File: config.mk
export PLATFORM = sky130hd
export DESIGN_NAME = eth_tx_frame_arbiter
export DESIGN_NICKNAME = d
export VERILOG_FILES = /design/src/rtl/eth_tx_pkg.sv /design/src/rtl/eth_tx_skid_buf.sv /design/src/rtl/eth_tx_frame_arbiter.sv
export SDC_FILE = /design/constraint.sdc
export NUM_CORES = 1
export LEC_CHECK = 0
export ABC_CLOCK_PERIOD_IN_PS = 2550
export BUFFER_PORTS_ARGS = -buffer_cell sky130_fd_sc_hd__clkbuf_2
export CAP_MARGIN = 10
export CORE_MARGIN = 5
export CORE_UTILIZATION = 48
export DETAILED_ROUTE_END_ITERATION = 8
export PLACE_DENSITY = 0.77
export RECOVER_POWER = 25
export SLEW_MARGIN = 5
export SYNTH_ARGS = -nofsm -noshare
export SYNTH_HDL_FRONTEND = slang
export SYNTH_HIERARCHICAL = 1
export SYNTH_SLANG_ARGS = --single-unit
File: constraint.sdc
create_clock -name clk -period 2.55 [get_ports clk]
set_input_delay 0.6375 -clock clk [delete_from_list [all_inputs] [get_ports clk]]
set_output_delay 0.6375 -clock clk [all_outputs]
set_load 0.03 [all_outputs]
File: src/rtl/eth_tx_pkg.sv
// Shared constants, state encoding and beat layout for the Ethernet TX frame arbiter.
package eth_tx_pkg;

    localparam logic [1:0] BE_ALL = 2'd0;
    localparam logic [1:0] BE_1   = 2'd1;
    localparam logic [1:0] BE_2   = 2'd2;
    localparam logic [1:0] BE_3   = 2'd3;

    localparam int IFG_CYCLES_DEF = 3;
    localparam int MAX_WORDS_DEF  = 380;

    // Beat layout through the skid stage: {dat[31:0], be[1:0], sop, eop, err}
    localparam int BEAT_W = 37;

    typedef enum logic [1:0] {
        IDLE  = 2'd0,
        XFER  = 2'd1,
        GAP   = 2'd2,
        FLUSH = 2'd3
    } state_t;

    function automatic int clog2_min1(input int v);
        return (v <= 2) ? 1 : $clog2(v);
    endfunction

endpackage

File: src/rtl/eth_tx_skid_buf.sv
// Two-entry registered ready/valid buffer; in_rdy is a register so upstream
// sees back-pressure one cycle after out_rdy falls.
module eth_tx_skid_buf
    import eth_tx_pkg::*;
(
    input  logic              clk,
    input  logic              rst,
    input  logic              in_vld,
    output logic              in_rdy,
    input  logic [BEAT_W-1:0] in_beat,
    output logic              out_vld,
    output logic [BEAT_W-1:0] out_beat,
    input  logic              out_rdy
);

    logic [BEAT_W-1:0] skid_beat;
    logic              skid_vld;
    logic              in_fire;

    assign in_rdy  = !skid_vld;
    assign in_fire = in_vld && !skid_vld;

    always_ff @(posedge clk) begin
        if (rst) begin
            out_vld   <= 1'b0;
            out_beat  <= '0;
            skid_vld  <= 1'b0;
            skid_beat <= '0;
        end else if (!out_vld || out_rdy) begin
            if (skid_vld) begin
                out_beat <= skid_beat;
                out_vld  <= 1'b1;
                skid_vld <= 1'b0;
            end else begin
                out_vld <= in_fire;
                if (in_fire) begin
                    out_beat <= in_beat;
                end
            end
        end else if (in_fire) begin
            // output stalled: park the in-flight beat
            skid_vld  <= 1'b1;
            skid_beat <= in_beat;
        end
    end

endmodule

File: src/rtl/eth_tx_frame_arbiter.sv
// Round-robin whole-frame arbiter for the 32-bit Ethernet TX datapath with IFG insertion.
// Optional max-length truncation is enabled by defining TX_ARB_MAXLEN_EN.
//
// state | meaning
// IDLE  | pick the next requester round-robin (one decision cycle)
// XFER  | forward the granted source's frame; stray pre-sop beats are dropped
// GAP   | hold all sources off for IFG_CYCLES cycles
// FLUSH | discard the tail of a truncated frame up to its eop
module eth_tx_frame_arbiter
    import eth_tx_pkg::*;
#(
    parameter int SOURCE_NUMBER = 2,
    parameter int IFG_CYCLES    = IFG_CYCLES_DEF,
    parameter int MAX_WORDS     = MAX_WORDS_DEF
) (
    input  logic                       clk,
    input  logic                       rst,
    input  logic [SOURCE_NUMBER-1:0]   vld_in,
    input  logic [SOURCE_NUMBER*32-1:0] dat_in,
    input  logic [SOURCE_NUMBER*2-1:0] be_in,
    input  logic [SOURCE_NUMBER-1:0]   sop_in,
    input  logic [SOURCE_NUMBER-1:0]   eop_in,
    output logic [SOURCE_NUMBER-1:0]   rdy_out,
    output logic [SOURCE_NUMBER-1:0]   grant_out,
    output logic [31:0]                tx_dat,
    output logic [1:0]                 tx_be,
    output logic                       tx_sop,
    output logic                       tx_eop,
    output logic                       tx_err,
    output logic                       tx_vld,
    input  logic                       tx_rdy,
    output logic [15:0]                frame_cnt,
    output logic [15:0]                drop_cnt
);

    localparam int GW  = clog2_min1(SOURCE_NUMBER);
    localparam int GCW = clog2_min1(IFG_CYCLES + 1);
    localparam logic [GCW-1:0] GAP_LOAD = (IFG_CYCLES > 0) ? GCW'(IFG_CYCLES - 1) : '0;
    localparam state_t AFTER_EOP = (IFG_CYCLES > 0) ? GAP : IDLE;

    state_t            state, state_nxt;
    logic [GW-1:0]     g_idx, ptr, win;
    logic [GCW-1:0]    gap_cnt;
    logic              in_frame;
    logic              any_req;
    int                idx;

    logic              cur_vld, cur_sop, cur_eop;
    logic [31:0]       cur_dat;
    logic [1:0]        cur_be;

    logic              skid_in_rdy;
    logic              push, drop, frame_inc, rel_grant, trunc, load_grant;
    logic [BEAT_W-1:0] push_beat, out_beat;

    assign cur_vld = vld_in[g_idx];
    assign cur_sop = sop_in[g_idx];
    assign cur_eop = eop_in[g_idx];
    assign cur_dat = dat_in[32*int'(g_idx) +: 32];
    assign cur_be  = be_in[2*int'(g_idx) +: 2];

    always_comb begin
        win     = ptr;
        any_req = 1'b0;
        idx     = 0;
        for (int k = 0; k < SOURCE_NUMBER; k++) begin
            idx = int'(ptr) + k;
            if (idx >= SOURCE_NUMBER) begin
                idx = idx - SOURCE_NUMBER;
            end
            if (!any_req && vld_in[GW'(idx)]) begin
                any_req = 1'b1;
                win     = GW'(idx);
            end
        end
    end

`ifdef TX_ARB_MAXLEN_EN
    localparam int BW = clog2_min1(MAX_WORDS + 1);
    localparam logic [BW-1:0] LAST_BEAT = BW'(MAX_WORDS - 1);
    logic [BW-1:0] beat_cnt;

    always_ff @(posedge clk) begin
        if (rst) begin
            beat_cnt <= '0;
        end else if (rel_grant || trunc) begin
            beat_cnt <= '0;
        end else if (push) begin
            beat_cnt <= beat_cnt + BW'(1);
        end
    end
`endif

    always_ff @(posedge clk) begin
        if (rst) begin
            state <= IDLE;
        end else begin
            state <= state_nxt;
        end
    end

    always_comb begin
        state_nxt  = state;
        rdy_out    = '0;
        push       = 1'b0;
        drop       = 1'b0;
        frame_inc  = 1'b0;
        rel_grant  = 1'b0;
        trunc      = 1'b0;
        load_grant = 1'b0;
        case (state)
            IDLE: begin
                if (any_req) begin
                    load_grant = 1'b1;
                    state_nxt  = XFER;
                end
            end
            XFER: begin
                rdy_out[g_idx] = skid_in_rdy;
                if (cur_vld && skid_in_rdy) begin
                    if (!in_frame && !cur_sop) begin
                        drop = 1'b1;
                    end else begin
                        push = 1'b1;
                        if (cur_eop) begin
                            frame_inc = 1'b1;
                            rel_grant = 1'b1;
                            state_nxt = AFTER_EOP;
                        end
`ifdef TX_ARB_MAXLEN_EN
                        else if (beat_cnt == LAST_BEAT) begin
                            trunc     = 1'b1;
                            frame_inc = 1'b1;
                            state_nxt = FLUSH;
                        end
`endif
                    end
                end
            end
            GAP: begin
                if (gap_cnt == '0) begin
                    state_nxt = IDLE;
                end
            end
`ifdef TX_ARB_MAXLEN_EN
            FLUSH: begin
                rdy_out[g_idx] = 1'b1;
                if (cur_vld) begin
                    drop = 1'b1;
                    if (cur_eop) begin
                        rel_grant = 1'b1;
                        state_nxt = AFTER_EOP;
                    end
                end
            end
`endif
            default: state_nxt = IDLE;
        endcase
    end

    always_ff @(posedge clk) begin
        if (rst) begin
            g_idx     <= '0;
            ptr       <= '0;
            grant_out <= '0;
            in_frame  <= 1'b0;
            gap_cnt   <= '0;
            frame_cnt <= '0;
            drop_cnt  <= '0;
        end else begin
            if (load_grant) begin
                g_idx     <= win;
                grant_out <= SOURCE_NUMBER'(1) << win;
            end
            if (rel_grant) begin
                grant_out <= '0;
                ptr       <= (g_idx == GW'(SOURCE_NUMBER - 1)) ? '0 : g_idx + GW'(1);
            end
            if (rel_grant || trunc) begin
                in_frame <= 1'b0;
            end else if (push) begin
                in_frame <= 1'b1;
            end
            if (rel_grant) begin
                gap_cnt <= GAP_LOAD;
            end else if (state == GAP && gap_cnt != '0) begin
                gap_cnt <= gap_cnt - GCW'(1);
            end
            frame_cnt <= frame_cnt + 16'(frame_inc);
            if (drop && drop_cnt != 16'hFFFF) begin
                drop_cnt <= drop_cnt + 16'd1;
            end
        end
    end

    // a truncated beat always closes the frame as a full, errored word
    assign push_beat = {cur_dat, trunc ? BE_ALL : cur_be, cur_sop, cur_eop | trunc, trunc};

    eth_tx_skid_buf u_skid (
        .clk      (clk),
        .rst      (rst),
        .in_vld   (push),
        .in_rdy   (skid_in_rdy),
        .in_beat  (push_beat),
        .out_vld  (tx_vld),
        .out_beat (out_beat),
        .out_rdy  (tx_rdy)
    );

    assign {tx_dat, tx_be, tx_sop, tx_eop, tx_err} = out_beat;

endmodule

==> impl_metrics.tcl, run 1 <==
set metrics [dict create \
    grt_start_max_net_pins 51 \
    h-tree-depth 4 \
    gp_congestion 0.829 \
    fin_crit_ns 2.35 \
    yosys_warnings 6 \
    grt_pass1_wl_um 23800 \
    final_hold_viol_count 0 \
    synthSimpleGateAreaFrac 0.162 \
    power.density_nw_per_um2 676 \
    post-route-period-util 0.921 \
    cts.path.max_buffers 2 \
    chipWidth_um 117 \
    crit_arrival_ns 2.61 \
    hpwl_um 10000 \
    synth_fa_ha_area_frac 0.0113 \
    grt_antenna_before_repair 0 \
    worst_slack_ns 0.200 \
    die-area_um2 13800 \
    synth_edf_count 0 \
    fp-row-count 39 \
    synthMuxAreaShare 0.150 \
    core_region_area_um2 11400 \
    ctsHoldBuffers 0 \
    cp.required_ns 2.81 \
    start_util 0.488 \
    synth_compound_area_frac 0.167 \
    grt_usage 0.204 \
    cts.clk_slew.worst_paths_ns 0.05 \
    clock_latency_ns 0.40 \
    firstDrtPassIters 5 \
    layout_commonest_cell "dfxtp_1" \
    synth_top_family_by_area "compound AO/OA/AOI/OAI gates" \
    cts_root_buffer "clkbuf_16" \
    fmax_ghz 0.426 \
    setup_violations 0 \
    register_area_um2 2340 \
    reg2reg_slack_ns 0.20 \
    io-pin-count 151 \
    viasPerCell 5.48 \
    dpl_worst_slack_ns -0.000369 \
    multi_input_area_um2 2960 \
    antenna_cells 0 \
    status "finished clean" \
    crit_path_end_kind "register" \
    max_cap_viol_count 0 \
    grt.overflow.total 0 \
    ys_seq_area_frac 0.422 \
    syn_area_um2 5540 \
    ant_nets 0 \
    tns_ns 0 \
    fillers 978 \
    relSlewSlack 0.520 \
    synth-xor-area-share 0.0379 \
    grt_setup_unrepaired "false" \
    synthArstFlopShare 0 \
    worstPathMaxFanout 9 \
    irDropWorstVdd_mv 0.456 \
    syn_inst 600 \
    finalMaxSlewViolations 0 \
    cts_tree "yes" \
    hold_path_class "reg2reg" \
    power.leakage_nw 2.54 \
    synth_seq_cells 117 \
    area_growth_pct 26.4 \
    path_class "reg2reg" \
    finish.net_count 829 \
    cts-buffers-inserted 17 \
    vias 4940 \
    final_layout_size_suffix_gt1_frac 0.314 \
    synth_area_per_cell_um2 9.24 \
    drt-total-wl_um 14700 \
    cts.sinks 117 \
    port_buffers 150 \
    grt_pass1_vias 4908 \
    start_kind "register" \
    tightest_slew_ns 0.721 \
    drtIter0Drc 487 \
    die_y_um 117 \
    yosysUniqueCellTypes 45 \
    skew_ns 0.00813 \
    drc 0 \
    wl_per_cell_um 16.3 \
    mostFrequentLayoutCells "dfxtp_1 (115), clkbuf_2 (106), nand2_1 (85)" \
    synth_top_flop_cell "dfxtp_1" \
]
==> worst paths after layout <==
check                                endpoint  cells after the start                             start
max                  frame_cnt[14]$_SDFF_PP0_                     10                g_idx$_SDFFE_PP0P_
min          u_skid/skid_beat[2]$_SDFFE_PP0P_                      2  u_skid/skid_beat[2]$_SDFFE_PP0P_
max reg2reg          frame_cnt[14]$_SDFF_PP0_                     10                g_idx$_SDFFE_PP0P_
min reg2reg  u_skid/skid_beat[2]$_SDFFE_PP0P_                      2  u_skid/skid_beat[2]$_SDFFE_PP0P_
==> cell families after synthesis <==
family	count (synthesis)
XOR/XNOR	24
other	1
buffers and inverters	52
AO/OA/AOI/OAI	128
adder cells (fa/ha/maj)	5
flip-flops	117
multiplexers	78
AND/OR/NAND/NOR	195
==> synthesized netlist by cell type (all sizes together), types with 5 or more instances <==
library cell	n	area [µm²]
dfxtp	117	2340
nor4	6	37.5
ha	5	62.6
buf	24	169
inv	8	30.0
xor2	8	70.1
a211oi	40	455
mux2i	42	420
nand4	7	43.8
mux2	36	409
xnor2	16	140
clkbuf	20	76.3
a21oi	79	395
nand3	12	60.1
nand2	85	319
nor3	6	30.0
nor2	49	184
==> area by class of cell <==
class,instances,area share
tap,143,0.0255
clock inverter,9,0.0179
multi-input combinational,432,0.423
timing repair buffer,171,0.126
inverter,8,0.00429
clock buffer,22,0.0691
sequential,117,0.335
==> critical path: stages (launching register included) <==
cell,delay [ns]
dfxtp_2,0.48
mux2i_1,0.13
or2_2,0.34
nor2_2,0.19
ha_1,0.17
ha_1,0.19
nand4_1,0.17
nor2_1,0.23
nand2_1,0.10
xor2_1,0.14
nor2_1,0.06
==> registers in the layout, summed over array words and instances, names as in the netlist <==
register	count
state	2
g_idx	1
in_frame	1
frame_cnt	16
ptr	1
u_skid/skid_vld	1
grant_out	2
gap_cnt	2
u_skid/out_beat	37
u_skid/skid_beat	37
u_skid/out_vld	1
drop_cnt	16
==> repair_timing <==
item,4_1_cts,5_1_grt
endpoints found under the setup margin,0,1
endpoints found under the hold margin,0,0
resized for setup,0,1
setup buffers,0,0
==> per-layer routing <==
| layer | GRT usage | share of wire | wire, µm |
|---|---|---|---|
| met3 | 0.0562 | 0.063 | 924 |
| met5 | 0 | 0 | 0 |
| met4 | 0.0523 | 0.0076 | 112 |
| met2 | 0.365 | 0.52 | 7590 |
| met1 | 0.242 | 0.41 | 6080 |
==> metrics by stage <==
stage / hold slack, ns / instances / power [mW] / cell area [µm²] / util
after detailed placement: 0.446 / 871 / 2.36 / 6450 / 0.567
after CTS: 0.449 / 902 / 4.78 / 7060 / 0.621
after floorplan: 0.436 / 601 / 2.21 / 5560 / -
after global routing: 0.455 / 902 / 4.92 / 7010 / 0.616
final: 0.452 / 902 / 4.74 / 7010 / 0.616
after global placement: 0.441 / 871 / 2.35 / 6450 / 0.567
==> power breakdown <==
| part | internal, mW | switching, mW | leakage [nW] |
|---|---|---|---|
| sequential | 1.87 | 0.0281 | 0.947 |
| combinational | 0.163 | 0.255 | 1.30 |
| clock | 1.63 | 0.794 | 0.298 |
No activity file was read; power rests on OpenSTA's default activity.
==> run 2, diff against run 1 <==
Settings changed: CORE_MARGIN 5 to unset.
==> impl_metrics.tcl, run 2 (synthesis results as in run 1) <==
set metrics [dict create \
    postLayoutCellArea_um2 7020 \
    path_class "reg2reg" \
    die-area_um2 12000 \
    setup_violations 0 \
    final_hold_viol_count 0 \
    crit_path_end_kind "register" \
    drtIter0Drc 227 \
    cp.required_ns 2.80 \
    cts_root_buffer "clkbuf_16" \
    worstPathMaxFanout 6 \
    grt_pass1_vias 4589 \
    core_region_area_um2 11000 \
    post-route-period-util 0.906 \
    tightest_slew_ns 0.889 \
    dp_cells 865 \
    layout_commonest_cell "dfxtp_1" \
    gp_congestion 0.857 \
    area_growth_pct 26.7 \
    skew_ns 0.0109 \
    grt_pass1_wl_um 21600 \
    top_regs "u_skid/out_beat x37, u_skid/skid_beat x37" \
    max_cap_viol_count 0 \
    io-pin-count 151 \
    start_kind "register" \
    grt_setup_unrepaired "false" \
    grt_antenna_before_repair 0 \
    finalMaxSlewViolations 0 \
    mostFrequentLayoutCells "dfxtp_1 (115), clkbuf_2 (104), nand2_1 (85)" \
    reg2reg_slack_ns 0.24 \
    status "finished clean" \
    crit_end "drop_cnt[12]$_SDFFE_PP0P_" \
    fin_crit_ns 2.31 \
    drc 0 \
    fin_cells 899 \
    tns_ns 0 \
    hold_path_class "reg2reg" \
    cts.clk_slew.worst_paths_ns 0.05 \
    grt_usage 0.230 \
    crit_arrival_ns 2.56 \
    finish.net_count 828 \
    start_util 0.503 \
    relSlewSlack 0.407 \
    ctsHoldBuffers 0 \
    r2r-start "drop_cnt[0]$_SDFFE_PP0P_" \
    ant_nets 0 \
    firstDrtPassIters 4 \
    grt.overflow.total 0 \
    cts_tree "yes" \
    finalPower_mw 4.92 \
    antenna_cells 0 \
    viasPerCell 5.42 \
    cts.path.max_buffers 2 \
    setup.worst_path.start "drop_cnt[0]$_SDFFE_PP0P_" \
    power.density_nw_per_um2 700 \
    final_layout_size_suffix_gt1_frac 0.310 \
    wl_per_cell_um 15.0 \
    irDropWorstVdd_mv 0.373 \
    drt-total-wl_um 13500 \
    vias 4875 \
    r2r_end "drop_cnt[12]$_SDFFE_PP0P_" \
    h-tree-depth 4 \
    hpwl_um 9070 \
    cts.sinks 117 \
    fp-row-count 38 \
    r2r_cells 6 \
    port_buffers 150 \
    power.leakage_nw 2.54 \
    cts-buffers-inserted 17 \
    clock_latency_ns 0.40 \
    fillers 919 \
    die_y_um 109 \
    placed_cell_area_um2 6410 \
    chipWidth_um 109 \
    grt_start_max_net_pins 81 \
    hold_slack_ns 0.452 \
    fmax_ghz 0.433 \
]
## run 2: cell types whose count changed in the layout (fill, tap and decap cells not counted), sizes merged
cell      previous run  this run
buf                 22        21
clkbuf             171       172
bufinv               3         5
clkinv               4         3
clkinvlp             2         1
## run 2: report_power, final
group	internal, mW	leakage [nW]	switching [mW]
sequential	1.87	0.947	0.0261
clock	1.81	0.317	0.801
combinational	0.163	1.28	0.251
## run 2: stage by stage
step | utilization | setup WS, ns
after floorplan | - | 0.0230
after global placement | 0.581 | 0.104
after CTS | 0.640 | 0.234
after global routing | 0.637 | 0.0447
final | 0.637 | 0.240
after detailed placement | 0.581 | 0.0515
## run 2: metal layers
metal  share of wire  vias up  global-route usage
li1                -     2399                   -
met1            0.45     2307               0.294
met2            0.49      162               0.387
met3           0.056        7              0.0569
met4          0.0048        0              0.0590
met5               0        -                   0
## run 2: repair_timing
action,in CTS,in global routing
setup endpoints to repair,0,3
buffers inserted,0,2
resized for setup,0,1
## run 2: how the worst min path moves through the flow
stage,startpoint,endpoint,cells after the start
detailed placement,u_skid/skid_beat[23]$_SDFFE_PP0P_,u_skid/skid_beat[23]$_SDFFE_PP0P_,2
finish,u_skid/skid_beat[31]$_SDFFE_PP0P_,u_skid/skid_beat[31]$_SDFFE_PP0P_,2
CTS,u_skid/skid_beat[23]$_SDFFE_PP0P_,u_skid/skid_beat[23]$_SDFFE_PP0P_,2
global placement,u_skid/skid_beat[29]$_SDFFE_PP0P_,u_skid/skid_beat[29]$_SDFFE_PP0P_,2
floorplan,u_skid/skid_beat[0]$_SDFFE_PP0P_,u_skid/skid_beat[0]$_SDFFE_PP0P_,2
global route,u_skid/skid_beat[5]$_SDFFE_PP0P_,u_skid/skid_beat[5]$_SDFFE_PP0P_,2
## run 2: layout make-up
cell class	instances	area [µm²]	share of cell area
clock inverter	9	173	0.0246
clock buffer	23	478	0.0680
tap	140	175	0.0249
multi-input combinational	432	2960	0.422
sequential	117	2340	0.334
inverter	8	30.0	0.00428
timing repair buffer	170	860	0.122
## run 2: worst max-delay path: stages, from the launching register on
cell     delay [ns]
dfxtp_1        0.41
ha_1           0.33
nand4_1        0.21
or4_1          0.62
nor4_1         0.40
xnor2_1        0.16
nor2_1         0.05
==> run 3, diff against run 2 <==
Settings changed: ABC_CLOCK_PERIOD_IN_PS 2550 to 1900, SETUP_SLACK_MARGIN set to 0.05.
Clock period 2.55 ns to 1.9 ns, I/O delays scaled along.
==> impl_metrics.tcl, run 3 (synthesis results as in run 1) <==
set metrics [dict create \
    start_kind "register" \
    grt_antenna_before_repair 0 \
    worst_slack_ns -0.208 \
    tightest_slew_ns 0.726 \
    h-tree-depth 4 \
    postLayoutCellArea_um2 7680 \
    final_layout_size_suffix_gt1_frac 0.424 \
    fmax_ghz 0.474 \
    chipWidth_um 109 \
    port_buffers 150 \
    cts-buffers-inserted 17 \
    grt.overflow.total 0 \
    fin_crit_ns 2.11 \
    post-route-period-util 1.11 \
    finalPower_mw 6.26 \
    relSlewSlack 0.516 \
    drtIter0Drc 259 \
    antenna_cells 0 \
    finalMaxSlewViolations 0 \
    die_y_um 109 \
    max_cap_viol_count 0 \
    hold_path_class "in2reg" \
    cp.required_ns 2.24 \
    power.leakage_nw 2.90 \
    skew_ns 0.0122 \
    cts_tree "yes" \
    die-area_um2 12000 \
    cts.path.max_buffers 2 \
    grt_pass1_vias 4971 \
    grt_usage 0.253 \
    utilization 0.697 \
    firstDrtPassIters 5 \
    status "finished with violations" \
    crit_path_end_kind "register" \
    placed_cell_area_um2 6860 \
    violations "setup timing" \
    grt_start_max_net_pins 53 \
    worstPathMaxFanout 5 \
    io-pin-count 151 \
    cts.clk_slew.worst_paths_ns 0.05 \
    path_class "reg2reg" \
    ant_nets 0 \
    irDropWorstVdd_mv 0.494 \
    area_growth_pct 38.6 \
    fillers 846 \
    grt_setup_unrepaired "true" \
    grt_pass1_wl_um 23300 \
    drt-total-wl_um 15100 \
    dpl_worst_slack_ns -0.365 \
    fp-row-count 38 \
    crit_arrival_ns 2.45 \
    core_region_area_um2 11000 \
    mostFrequentLayoutCells "clkbuf_2 (125), dfxtp_1 (109), nand2_1 (84)" \
    cts_root_buffer "clkbuf_16" \
    vias 5105 \
    clock_latency_ns 0.41 \
    fin_cells 938 \
    cts.sinks 117 \
    start_util 0.503 \
    final_hold_viol_count 0 \
    layout_commonest_cell "clkbuf_2" \
    top_regs "u_skid/out_beat x37, u_skid/skid_beat x37" \
    viasPerCell 5.44 \
    dp_cells 893 \
    wl_per_cell_um 16.1 \
    hold_slack_ns 0.399 \
    gp_congestion 0.821 \
    tns_ns -5.39 \
    hpwl_um 9660 \
    finish.net_count 868 \
    power.density_nw_per_um2 814 \
    setup_violations 72 \
    drc 0 \
]
run 3: repair_timing:
item                       CTS  global route
buffers inserted             8             5
setup endpoints to repair  104           105
pin swaps                   16            10
cloned                       2             1
gates resized for setup     29            19
hold buffers                 0             0
run 3: worst paths after layout:
path / from / cells after the start / slack [ns] / endpoint
setup / recovery: g_idx$_SDFFE_PP0P_ / 5 / -0.21 / drop_cnt[3]$_SDFFE_PP0P_
hold / removal: eop_in[1] / 3 / 0.40 / ptr$_SDFFE_PP0P_
setup reg to reg: g_idx$_SDFFE_PP0P_ / 5 / -0.21 / drop_cnt[3]$_SDFFE_PP0P_
hold reg to reg: u_skid/skid_beat[4]$_SDFFE_PP0P_ / 2 / 0.45 / u_skid/skid_beat[4]$_SDFFE_PP0P_
run 3: area by class of cell:
type	instances	area (µm²)	share of cell area
inverters	8	30.0	0.00391
repair buffers	210	1310	0.171
clock inverters	12	138	0.0179
clock buffers	19	433	0.0563
flip-flops and latches	117	2350	0.306
multi-input cells	432	3240	0.422
well taps	140	175	0.0228
run 3: worst max-delay path, cell delays in order (launching register included):
cell      delay, ns
dfxtp_4        0.40
mux2_4         0.35
or4_4          0.53
o21bai_4       0.20
or4_1          0.49
nand2_1        0.08
run 3: power breakdown:
part / total, mW / switching, mW / internal (mW)
registers: 2.54 / 0.0339 / 2.51
logic: 0.615 / 0.357 / 0.258
clock network: 3.10 / 1.07 / 2.03
total: 6.26 / 1.46 / 4.80
run 3: metal layers:
layer	global-route usage	up-vias	wire [µm]
met2	0.432	189	7550
met3	0.0646	26	923
met1	0.300	2404	6300
met4	0.110	0	285
li1	-	2486	-
met5	0	-	0
